**config.mk**
```make
export PLATFORM = sky130hd
export DESIGN_NAME = y_div_a_sq
export DESIGN_NICKNAME = d
export VERILOG_FILES = /design/src/rtl/y_div_a_sq_pkg.sv /design/src/rtl/y_div_a_sq_udiv_restoring.sv /design/src/rtl/y_div_a_sq.sv
export SDC_FILE = /design/constraint.sdc
export NUM_CORES = 1
export LEC_CHECK = 0
export CORE_ASPECT_RATIO = 0.6
export CORE_MARGIN = 2
export CORE_UTILIZATION = 45
export CTS_CLUSTER_DIAMETER = 40
export DETAILED_ROUTE_END_ITERATION = 8
export PLACE_DENSITY = 0.64
export SLEW_MARGIN = 20
export SYNTH_ARGS = -nofsm -noshare
export SYNTH_HDL_FRONTEND = slang
export SYNTH_SLANG_ARGS = --single-unit
```
**constraint.sdc**
```tcl
create_clock -name clk -period 3.1 [get_ports clk]
set_input_delay 0.465 -clock clk [delete_from_list [all_inputs] [get_ports clk]]
set_output_delay 0.465 -clock clk [all_outputs]
set_load 0.05 [all_outputs]
```
**src/rtl/y_div_a_sq_pkg.sv**
```systemverilog
// y_div_a_sq_pkg: shared widths, saturation value and FSM states for y_div_a_sq
package y_div_a_sq_pkg;
  localparam int YW = 12;
  localparam int AW = 8;
  localparam int BW = 8;
  localparam logic [BW-1:0] SAT = '1;
  typedef enum logic [1:0] {S_IDLE, S_DIV, S_SQR, S_DONE} state_t;
endpackage

```
**src/rtl/y_div_a_sq_udiv_restoring.sv**
```systemverilog
// udiv_restoring: YW-step restoring divider, one quotient bit per cycle, MSB first
module udiv_restoring #(
  parameter int YW = 12,
  parameter int AW = 8
) (
  input  logic          clk,
  input  logic          rst_n,
  input  logic          start,
  input  logic [YW-1:0] y,
  input  logic [AW-1:0] a,
  output logic          busy,
  output logic          last,
  output logic [YW-1:0] quot
);
  localparam int CW = $clog2(YW);
  logic [CW-1:0] cnt;
  logic [AW-1:0] d;
  logic [AW:0] rem, rs;
  logic ge;
  assign rs = {rem[AW-1:0], quot[YW-1]};
  assign ge = rs >= {1'b0, d};
  assign last = busy && cnt == '0;
  always_ff @(posedge clk or negedge rst_n) begin
    if (!rst_n) begin
      cnt  <= '0;
      d    <= '0;
      rem  <= '0;
      quot <= '0;
      busy <= 1'b0;
    end else if (start) begin
      cnt  <= CW'(YW - 1);
      d    <= a;
      rem  <= '0;
      quot <= y;
      busy <= 1'b1;
    end else if (busy) begin
      rem  <= ge ? rs - {1'b0, d} : rs;
      quot <= {quot[YW-2:0], ge};
      cnt  <= cnt - 1'b1;
      busy <= cnt != '0;
    end
  end
endmodule

```
**src/rtl/y_div_a_sq.sv**
```systemverilog
// y_div_a_sq: recovers floor(y/a)^2 via a restoring divide then a 4-step shift-add square
module y_div_a_sq
  import y_div_a_sq_pkg::*;
(
  input  logic          clk,
  input  logic          rst_n,
  input  logic [YW-1:0] y_in,
  input  logic [AW-1:0] a_in,
  input  logic          in_ready,
  output logic [BW-1:0] b_out,
  output logic          b_ready,
  output logic          err_out,
  output logic          busy_out
);
  state_t state;
  logic [3:0] cnt, qs;
  logic [BW-1:0] acc, add;
  logic [YW-1:0] div_q;
  logic err, ovf, div_busy, div_last;
  assign qs = div_q[3:0];
  assign ovf = |div_q[YW-1:4];
  assign add = qs[cnt[1:0]] ? BW'(qs) << cnt[1:0] : '0;
  assign busy_out = state != S_IDLE;
  udiv_restoring #(.YW(YW), .AW(AW)) u_div (
    .clk  (clk),
    .rst_n(rst_n),
    .start(state == S_IDLE && in_ready && a_in != '0),
    .y    (y_in),
    .a    (a_in),
    .busy (div_busy),
    .last (div_last),
    .quot (div_q)
  );
  // Error paths pass through SQR for one cycle so the error decision sees the final quotient
  always_ff @(posedge clk or negedge rst_n) begin
    if (!rst_n) begin
      state   <= S_IDLE;
      cnt     <= '0;
      acc     <= '0;
      err     <= 1'b0;
      b_out   <= '0;
      b_ready <= 1'b0;
      err_out <= 1'b0;
    end else begin
      case (state)
        S_IDLE: if (in_ready) begin
          b_ready <= 1'b0;
          err_out <= 1'b0;
          err     <= a_in == '0;
          acc     <= '0;
          cnt     <= 4'd3;
          state   <= a_in == '0 ? S_SQR : S_DIV;
        end
        S_DIV: if (div_last) state <= S_SQR;
        S_SQR: if (err || ovf) begin
          err   <= 1'b1;
          state <= S_DONE;
        end else begin
          acc   <= acc + add;
          cnt   <= cnt - 1'b1;
          state <= cnt == '0 ? S_DONE : S_SQR;
        end
        S_DONE: begin
          b_out   <= err ? SAT : acc;
          err_out <= err;
          b_ready <= 1'b1;
          state   <= S_IDLE;
        end
      endcase
    end
  end
endmodule

```
==> impl_results.html <==
<table>
<tr><th>Metric</th><th>Value</th></tr>
<tr><th colspan="2">Flow run</th></tr>
<tr><td>Count of maximum capacitance violations</td><td>0</td></tr>
<tr><th colspan="2">Clock tree</th></tr>
<tr><td>Number of hold-repair buffers added at the cts stage</td><td>0</td></tr>
<tr><td>Inserted Clock Buffers</td><td>9</td></tr>
<tr><td>Clock latency of the later-clocked register in the worst-skew pair</td><td>340 ps</td></tr>
<tr><td>Clock-pin slew on the worst setup and hold paths</td><td>approximately 60 ps</td></tr>
<tr><td>Number of clock sinks seen by CTS</td><td>58</td></tr>
<tr><td>TritonCTS clock tree</td><td>built</td></tr>
<tr><td>Clock tree buffer depth</td><td>2</td></tr>
<tr><td>Buffer type at the clock tree root</td><td>sky130_fd_sc_hd__clkbuf_16</td></tr>
<tr><td>H-tree depth</td><td>3</td></tr>
<tr><td>Setup fix buffers added after clock tree synthesis</td><td>0</td></tr>
<tr><td>Number of gates resized after CTS</td><td>0</td></tr>
<tr><th colspan="2">Pwr</th></tr>
<tr><td>Total power of the final layout</td><td>4.99 mW</td></tr>
<tr><td>Internal</td><td>2.80 mW</td></tr>
<tr><td>Net switching fraction of the power</td><td>43.8%</td></tr>
<tr><td>Reported leakage power</td><td>1.94 nW</td></tr>
<tr><td>Fraction of power consumed by combinational cells</td><td>51.0%</td></tr>
<tr><td>Peak supply drop</td><td>468 uV</td></tr>
<tr><td>Power density relative to cell area</td><td>1190 nW/um^2</td></tr>
<tr><td>Total net switching power</td><td>between 2 and 2.5 mW</td></tr>
<tr><td>Sequential power share</td><td>27.4%</td></tr>
<tr><td>Part of the total power dissipated in the clock network</td><td>21.7%</td></tr>
<tr><th colspan="2">Timing</th></tr>
<tr><td>Setup_tns</td><td>0 ps</td></tr>
<tr><td>Time the final worst path needs with I/O delays and setup</td><td>2670 ps</td></tr>
<tr><td>Slew at the pin with the worst max-slew slack</td><td>around 1100 ps</td></tr>
<tr><td>Post-route clock period utilization</td><td>86.3%</td></tr>
<tr><td>Highest attainable clock frequency</td><td>about 370 MHz</td></tr>
<tr><td>Layout Skew</td><td>10.7 ps</td></tr>
<tr><td>Headroom to the max-slew limit</td><td>25.2%</td></tr>
<tr><td>Setup repair after global routing missed its margin</td><td>no</td></tr>
<tr><td>Max-slew violation count</td><td>0</td></tr>
<tr><td>Setup-failing EPs final</td><td>0</td></tr>
<tr><td>Hold Violations, Final</td><td>0</td></tr>
<tr><th colspan="2">Synth</th></tr>
<tr><td>EDFF count, synth</td><td>0</td></tr>
<tr><td>Top_reg_cell synth</td><td>sky130_fd_sc_hd__dfrtp_1</td></tr>
<tr><td>Synthesized flop and latch total</td><td>58</td></tr>
<tr><td>Nets in the synthesized netlist</td><td>437</td></tr>
<tr><td>Largest cells by area after synthesis</td><td>sky130_fd_sc_hd__dfrtp_1 (42%), sky130_fd_sc_hd__ha_1 (7.6%), sky130_fd_sc_hd__nand2_1 (5.8%)</td></tr>
<tr><td>Yosys top cell area share</td><td>42.2%</td></tr>
<tr><td>Synth Instances</td><td>~390</td></tr>
<tr><td>Post-synth cell types</td><td>47</td></tr>
<tr><td>Yosys warning total</td><td>0</td></tr>
<tr><td>Post-synthesis sequential area ratio</td><td>42.2%</td></tr>
<tr><td>Mean area per synthesized cell</td><td>8.80 sq um</td></tr>
<tr><td>Ys async rst share</td><td>between 90% and 100%</td></tr>
<tr><td>Cell area after synthesis</td><td>3440 sq um</td></tr>
<tr><td>Cell accounting for the most synthesized area</td><td>sky130_fd_sc_hd__dfrtp_1</td></tr>
<tr><th colspan="2">Routing</th></tr>
<tr><td>Final wirelength</td><td>8260 microns</td></tr>
<tr><td>First drt pass iteration count</td><td>4</td></tr>
<tr><td>Routed wire length per instance</td><td>15.6 microns</td></tr>
<tr><td>Number of nets with antenna violations after routing</td><td>0</td></tr>
<tr><td>Vias post-DR</td><td>between 2000 and 3000</td></tr>
<tr><td>Number of design rule violations left after detail routing</td><td>0</td></tr>
<tr><td>Average via count per standard cell</td><td>between 5 and 6</td></tr>
<tr><td>Initial DRC Count</td><td>around 200</td></tr>
<tr><th colspan="2">Setup path</th></tr>
<tr><td>Setup Crit Path Kind</td><td>reg -&gt; out</td></tr>
<tr><td>WP depth</td><td>4</td></tr>
<tr><td>Startpoint Class</td><td>register</td></tr>
<tr><td>R2R depth</td><td>5</td></tr>
<tr><td>Worst path buffer plus inverter count</td><td>3</td></tr>
<tr><td>CP top delay family</td><td>buffers and inverters</td></tr>
<tr><td>Worst path arrival time</td><td>2210 ps</td></tr>
<tr><td>Most used cell along the critical path</td><td>sky130_fd_sc_hd__inv_1</td></tr>
<tr><td>Critical-path cell with the highest stage delay</td><td>sky130_fd_sc_hd__clkdlybuf4s50_1</td></tr>
<tr><td>CP max FO</td><td>11</td></tr>
<tr><td>Kind of end point of the critical path</td><td>output pin</td></tr>
<tr><td>Sequence of cells on the critical path</td><td>inv_1, ha_1, inv_1, clkdlybuf4s50_1</td></tr>
<tr><td>CP max stage delay</td><td>roughly 840 ps</td></tr>
<tr><td>Data required time of the worst path</td><td>2630 ps</td></tr>
<tr><th colspan="2">Die</th></tr>
<tr><td>Effective utilization at floorplan</td><td>a little under half</td></tr>
<tr><td>Standard cell core area</td><td>7330 sq um</td></tr>
<tr><td>Area of the die</td><td>8390 sq um</td></tr>
<tr><td>Number of placed I/O pins</td><td>34</td></tr>
<tr><td>Chip Height</td><td>71.7 microns</td></tr>
<tr><td>Total number of placement rows</td><td>24</td></tr>
<tr><td>Die width</td><td>117 microns</td></tr>
<tr><th colspan="2">Final layout</th></tr>
<tr><td>Most common library cell in the layout ignoring fill and taps</td><td>sky130_fd_sc_hd__dfrtp_1</td></tr>
<tr><td>Antenna diode count</td><td>0</td></tr>
<tr><td>Final Net Count</td><td>468</td></tr>
<tr><td>Area Overhead vs Synth</td><td>22.1%</td></tr>
<tr><td>Layout cell share with drive strength beyond 1</td><td>between 6 and 7%</td></tr>
<tr><td>Commonest non-fill, non-tap cells in the layout</td><td>sky130_fd_sc_hd__dfrtp_1 (58), sky130_fd_sc_hd__nand2_1 (53), sky130_fd_sc_hd__nor2_1 (42)</td></tr>
<tr><th colspan="2">Global routing</th></tr>
<tr><td>GRT overflow</td><td>0</td></tr>
<tr><td>Wire length of the first global-routing pass</td><td>about 14000 microns</td></tr>
<tr><td>Maximum number of pins on one net before global-route repair</td><td>31</td></tr>
<tr><td>Antenna violations before repair</td><td>0</td></tr>
<tr><td>Gr usage total</td><td>approximately 22%</td></tr>
<tr><td>Number of global-route vias before repair</td><td>2669</td></tr>
<tr><th colspan="2">Placed design</th></tr>
<tr><td>Number of buffers inserted by port buffering</td><td>33</td></tr>
<tr><td>RePlAce Congestion</td><td>~0.89</td></tr>
<tr><td>Dpl hpwl</td><td>6150 microns</td></tr>
<tr><th colspan="2">Worst hold path</th></tr>
<tr><td>Path category of the worst min-delay check</td><td>in -&gt; async</td></tr>
<tr><th colspan="2">Run status</th></tr>
<tr><td>Result of the run</td><td>completed</td></tr>
</table>
registers in the layout (all words and copies together), names as in the netlist:
| register | count |
|---|---|
| b_ready | 1 |
| u_div.busy | 1 |
| state | 2 |
| u_div.rem | 8 |
| acc | 8 |
| b_out | 8 |
| u_div.d | 8 |
| u_div.cnt | 4 |
| err_out | 1 |
| u_div.quot | 12 |
| err | 1 |
| cnt | 4 |
Yosys cell counts (all sizes together) (2+ instances only):
cell,n
o211ai,3
nor3,6
o21ai,38
nand4,4
a311oi,2
nor2,42
o31ai,4
o21a,4
dfrtp,58
a211oi,6
o311ai,2
and3,9
a31oi,2
o21bai,2
a21oi,27
xnor2,6
fa,2
nand3,6
nor4,5
o31a,3
a21o,4
a32o,3
ha,21
inv,23
nand2,53
nand2b,4
clkbuf,18
buf,2
xor2,3
mux2i,15
metrics by stage:
stage          worst slack, ps  cell area [sq um]  util (%)  instances  hold slack (ps)
2_1_floorplan              705               3440         -        391              169
3_3_place_gp               596               3880      52.9        515              473
3_5_place_dp               519               3880      52.9        515              482
4_1_cts                    419               4200      57.4        531              147
5_1_grt                    288               4200      57.4        531              168
6_report                   426               4200      57.4        531              131
cell type report:
type | count | area, sq um
clock buffers | 9 | 225
clock inverters | 7 | 103
fillers | 674 | 3120
inverters | 23 | 86.3
multi-input cells | 290 | 1830
flip-flops and latches | 58 | 1450
well taps | 104 | 130
repair buffers | 40 | 378
power by group through the flow:
stage | Sequential, mW | Clock (mW) | Combinational (mW)
final | 1.37 | 1.08 | 2.54
after global routing | 1.41 | 1.13 | 2.86
after CTS | 1.36 | 1.10 | 2.53
after detailed placement | 1.37 | 0 | 2.51
after global placement | 1.37 | 0 | 2.47
after floorplan | 1.45 | 0 | 1.78
layer usage:
| metal | vias up | GRT usage (%) | share of wire (%) |
|---|---|---|---|
| met4 | 0 | 6.41 | 1.1 |
| met5 | - | 0 | 0 |
| met2 | 100 | 27.1 | 35 |
| met3 | 11 | 7.36 | 8.6 |
| met1 | 1351 | 36.2 | 55 |
| li1 | 1447 | - | - |
path summary, 6_finish.rpt:
kind / slack [ps] / to / from
worst max-delay path: 430 / busy_out / state[0]
worst min-delay path: 130 / acc[5] / rst_n
worst max register to register: 440 / u_div.rem[2] / u_div.rem[5]
worst min register to register: 490 / u_div.d[0] / u_div.d[0]
max in group asynchronous: 2280 / u_div.quot[11] / rst_n
min in group clk: 490 / u_div.d[0] / u_div.d[0]
logic make-up after synthesis:
kind of cell	synth area share (%)
simple gates	17.5
compound gates	20.1
flops	42.2
buf+inv	4.76
fa+ha+maj	8.80
mux	4.36
xor+xnor	2.29
Power figures use the tool's default switching activity.
